--- src/rtl/id_ex_pipe_reg.sv ---
// ID->EX pipeline register with stall, flush, valid bit
// and a saturating bubble counter for performance debug.
module id_ex_pipe_reg #(
  parameter int XLEN   = 32,
  parameter int REG_AW = 5,
  parameter int CTRL_W = 12,
  parameter int CNT_W  = 16
) (
  input  logic              clk,
  input  logic              reset,
  input  logic              StallE,
  input  logic              FlushE,
  input  logic              ValidD,
  input  logic [CTRL_W-1:0] CtrlD,
  input  logic [XLEN-1:0]   RD1,
  input  logic [XLEN-1:0]   RD2,
  input  logic [XLEN-1:0]   PCD,
  input  logic [XLEN-1:0]   ImmExt_D,
  input  logic [XLEN-1:0]   PC_Plus4D,
  input  logic [REG_AW-1:0] Rs1D,
  input  logic [REG_AW-1:0] Rs2D,
  input  logic [REG_AW-1:0] RdD,
  output logic              ValidE,
  output logic [CTRL_W-1:0] CtrlE,
  output logic [XLEN-1:0]   RD1E,
  output logic [XLEN-1:0]   RD2E,
  output logic [XLEN-1:0]   PCE,
  output logic [XLEN-1:0]   ImmExt_E,
  output logic [XLEN-1:0]   PC_Plus4E,
  output logic [REG_AW-1:0] RSD1_E,
  output logic [REG_AW-1:0] RSD2_E,
  output logic [REG_AW-1:0] RdE,
  output logic [CNT_W-1:0]  BubbleCount
);

  localparam logic [CNT_W-1:0] CNT_MAX = '1;

  logic load;
  logic bubble;
  logic cnt_sat;

  // A bubble is any non-held, non-reset edge that leaves the slot invalid.
  assign load    = !FlushE && !StallE;
  assign bubble  = FlushE || (load && !ValidD);
  assign cnt_sat = (BubbleCount == CNT_MAX);

  // Pipeline payload: reset > flush > stall > load.
  always_ff @(posedge clk) begin
    if (reset || FlushE) begin
      ValidE    <= 1'b0;
      CtrlE     <= '0;
      RD1E      <= '0;
      RD2E      <= '0;
      PCE       <= '0;
      ImmExt_E  <= '0;
      PC_Plus4E <= '0;
      RSD1_E    <= '0;
      RSD2_E    <= '0;
      RdE       <= '0;
    end else if (load) begin
      ValidE    <= ValidD;
      CtrlE     <= ValidD ? CtrlD : '0;
      RD1E      <= RD1;
      RD2E      <= RD2;
      PCE       <= PCD;
      ImmExt_E  <= ImmExt_D;
      PC_Plus4E <= PC_Plus4D;
      RSD1_E    <= Rs1D;
      RSD2_E    <= Rs2D;
      RdE       <= ValidD ? RdD : '0;
    end
  end

  // Saturating bubble counter; held during a plain stall.
  always_ff @(posedge clk) begin
    if (reset) begin
      BubbleCount <= '0;
    end else if (bubble && !cnt_sat) begin
      BubbleCount <= BubbleCount + 1'b1;
    end
  end

endmodule

--- config.mk ---
export PLATFORM = sky130hd
export DESIGN_NAME = id_ex_pipe_reg
export DESIGN_NICKNAME = d
export VERILOG_FILES = /design/src/rtl/id_ex_pipe_reg.sv
export SDC_FILE = /design/constraint.sdc
export NUM_CORES = 1
export LEC_CHECK = 0
export BUFFER_PORTS_ARGS = -buffer_cell sky130_fd_sc_hd__clkbuf_2
export CELL_PAD_IN_SITES_DETAIL_PLACEMENT = 0
export CELL_PAD_IN_SITES_GLOBAL_PLACEMENT = 1
export CORE_MARGIN = 4
export CORE_UTILIZATION = 32
export CTS_CLUSTER_SIZE = 20
export DETAILED_ROUTE_END_ITERATION = 8
export GPL_TIMING_DRIVEN = 0
export PLACE_DENSITY = 0.78
export SLEW_MARGIN = 40
export SYNTH_ARGS = -nofsm -noshare
export SYNTH_HDL_FRONTEND = slang
export SYNTH_SLANG_ARGS = --single-unit
--- constraint.sdc ---
create_clock -name clk -period 1.9 [get_ports clk]
set_input_delay 0 -clock clk [delete_from_list [all_inputs] [get_ports clk]]
set_output_delay 0 -clock clk [all_outputs]
set_load 0.005 [all_outputs]
==> impl_metrics.tcl <==
set metrics [dict create \
    grt_setup_unrepaired "false" \
    root_buffer "clkbuf_16" \
    max_freq_ghz 0.573 \
    fin_worst_skew_ps 6.60 \
    cts_htree_levels 1 \
    power.share.clock 0.470 \
    yosys.area.top_type_share 0.551 \
    antenna_found_initial 1 \
    die_w_um 160 \
    routabilityCongestion 0.840 \
    drcViolationCount 0 \
    hpwlAfterDp_um 19100 \
    fin_crit_ps 1740 \
    p_leak_nw 6.18 \
    max_cap_violations 0 \
    nets 1539 \
    synth_cells 726 \
    numCtsBuffers 24 \
    dpl_worst_slack_ps 16.0 \
    whs_ps 105 \
    vias 7554 \
    multi_input_area_um2 3130 \
    cts_tree "yes" \
    seq_power_share 0.415 \
    fin_cells 1650 \
    drtIter0Drc 295 \
    clkLatencyLatePin_ps 510 \
    core_area_um2 22700 \
    grt_max_degree 14 \
    synth_edf_count 0 \
    worstMarginPinSlew_ps 798 \
    grt_pass1_wl_um 42500 \
    ys_warn_count 0 \
    fin_tns_setup_ps 0 \
    io_buffers 394 \
    outcome "completed" \
    cp.arrival_ps 2120 \
    dieHeight_um 160 \
    fp-row-count 55 \
    syn_area_um2 7420 \
    async_reset_ff_frac 0 \
    pwr_density_cell_nw_per_um2 855 \
    cp-end-kind "register" \
    critPathKind "reg2reg" \
    ys_seq_area_frac 0.551 \
    syn_nets 919 \
    setup_viol 0 \
    drtPass1Iterations 4 \
    power.switching_mw 2.47 \
    num-fill-cells 2007 \
    drv_slew 0 \
    critPathRequiredTime_ps 2270 \
    clock_path_buffers 3 \
    syn_avg_cell_area_um2 10.2 \
    die-area_um2 25700 \
    synth_area_leader_cell "dfxtp_1" \
    fin_ws_ps 156 \
    ys_seq_elements 204 \
    grt_pass1_vias 7852 \
    startpoint_type "register" \
    post_drt_wl_per_cell_um 16.7 \
    ant_nets 0 \
    path_clk_slew_ps 60 \
    clkSinkCount 204 \
    ir_drop_mv 0.562 \
    io_pins 396 \
    fin_util 0.557 \
    viasPerCell 4.58 \
    drt_wl_total_um 27500 \
    final_layout_size_suffix_gt1_frac 0.352 \
    areaGrowthSynthToFinish_pct 70.5 \
    dp.cells 1405 \
    start_util 0.327 \
    crit_path_max_fanout 7 \
    maxSlewHeadroom 0.468 \
    hold_viol_final 0 \
    gr-total-overflow 0 \
    synth_cell_types 34 \
    power_frac_comb 0.115 \
    register_area_um2 4080 \
    grt_use_total 0.203 \
    hp-class "in2reg" \
    yosys-top-cells-area "dfxtp_1 (55%), mux2i_1 (23%), nor2_1 (9.1%)" \
    switching_share 0.229 \
    fin_crit_sh 0.918 \
    p_int_mw 8.34 \
    synth_flop_cell "dfxtp_1" \
]
==> logic make-up after synthesis <==
kind of cell,share of synthesized area
AO/OA/AOI/OAI,0.0337
XOR/XNOR,0.00118
adder cells (fa/ha/maj),0.00169
flip-flops,0.551
AND/OR/NAND/NOR,0.151
buffers and inverters,0.0294
multiplexers,0.232
==> metrics by stage <==
| step | total power [mW] | cell area (µm²) |
|---|---|---|
| final | 10.8 | 12600 |
| after global routing | 11.2 | 12600 |
| after CTS | 10.9 | 12600 |
| after detailed placement | 5.48 | 9750 |
| after global placement | 5.46 | 9750 |
| after floorplan | 5.01 | 7420 |
==> state kept, by name, indices dropped and copies added (netlist names), 5 cells and up <==
signal	cells
PCE	32
RD1E	32
RSD2_E	5
RdE	5
PC_Plus4E	32
RSD1_E	5
RD2E	32
CtrlE	12
ImmExt_E	32
BubbleCount	16
==> area by class of cell <==
class                      instances  share of cell area
antenna                            1            0.000198
buffer                            47              0.0166
clock buffer                      31              0.0544
clock inverter                    13              0.0153
inverter                           3            0.000890
multi-input combinational        472               0.248
sequential                       204               0.323
tap                              285              0.0282
timing repair buffer             594               0.314
==> per-layer routing <==
metal	wire length, µm	vias up	GRT usage
li1	-	3709	-
met1	10700	3516	0.230
met2	14400	276	0.381
met3	1670	53	0.0403
met4	738	0	0.0634
met5	0	-	0
==> cell usage in the layout, fill, tap and decap left out, drive strengths merged <==
master and instances:
or2 2, ha 1, inv 4, buf 29, a21oi 27, nand2b 1, o31ai 5, nor4 3
mux2i 171, nand4 5, nand3 21, clkbuf 445, nor3 12, and4 2, or3 2, o21bai 1
dfxtp 204, bufinv 5, xor2 1, or4 5, diode 1, nand2 23, mux2 1, nor2b 1
and3 1, o21ai 2, a31oi 2, nor2 179, o21ba 1, dlygate4sd3 198, clkinv 7, o41ai 1
a41oi 2
==> timing repair <==
item	CTS	global route
gates resized for setup	0	8
setup endpoints to repair	0	105
hold buffers	198	0
setup buffers	0	2
hold endpoints to repair	194	0
==> final timing paths <==
kind                                                   from                          end  slack [ps]  depth (start not counted)
worst min register to register        CtrlE[0]$_SDFFE_PP0P_        CtrlE[0]$_SDFFE_PP0P_         450                          2
worst max-delay path            BubbleCount[0]$_SDFFE_PP0P_  BubbleCount[1]$_SDFFE_PP0P_         160                          5
worst min-delay path                                 FlushE          ValidE$_SDFFE_PP0P_         110                          5
worst max register to register  BubbleCount[0]$_SDFFE_PP0P_  BubbleCount[1]$_SDFFE_PP0P_         160                          5
==> cell usage after synthesis, drive strengths merged (2+ instances only) <==
cell      n
clkbuf   19
nand4     5
nor2    179
or2       2
nor3     12
dfxtp   204
inv       3
nand3    21
nand2    23
a31oi     2
nor4      3
o31ai     5
or3       2
or4       5
o21ai     2
a41oi     2
mux2i   171
buf      28
and4      2
a21oi    27
==> power by group through the flow <==
stage	logic [mW]	registers (mW)	clock network, mW
floorplan	0.434	4.58	0
global placement	0.896	4.57	0
detailed placement	0.904	4.57	0
CTS	1.24	4.48	5.20
global route	1.35	4.50	5.37
finish	1.24	4.49	5.08
==> worst max-delay path: stages (launching register included) <==
cell,delay (ps)
dfxtp_1,430
ha_1,260
nand3_2,180
o41ai_2,480
mux2i_1,230
nor2_1,50
Note: power is estimated with default switching activity, not from simulation.
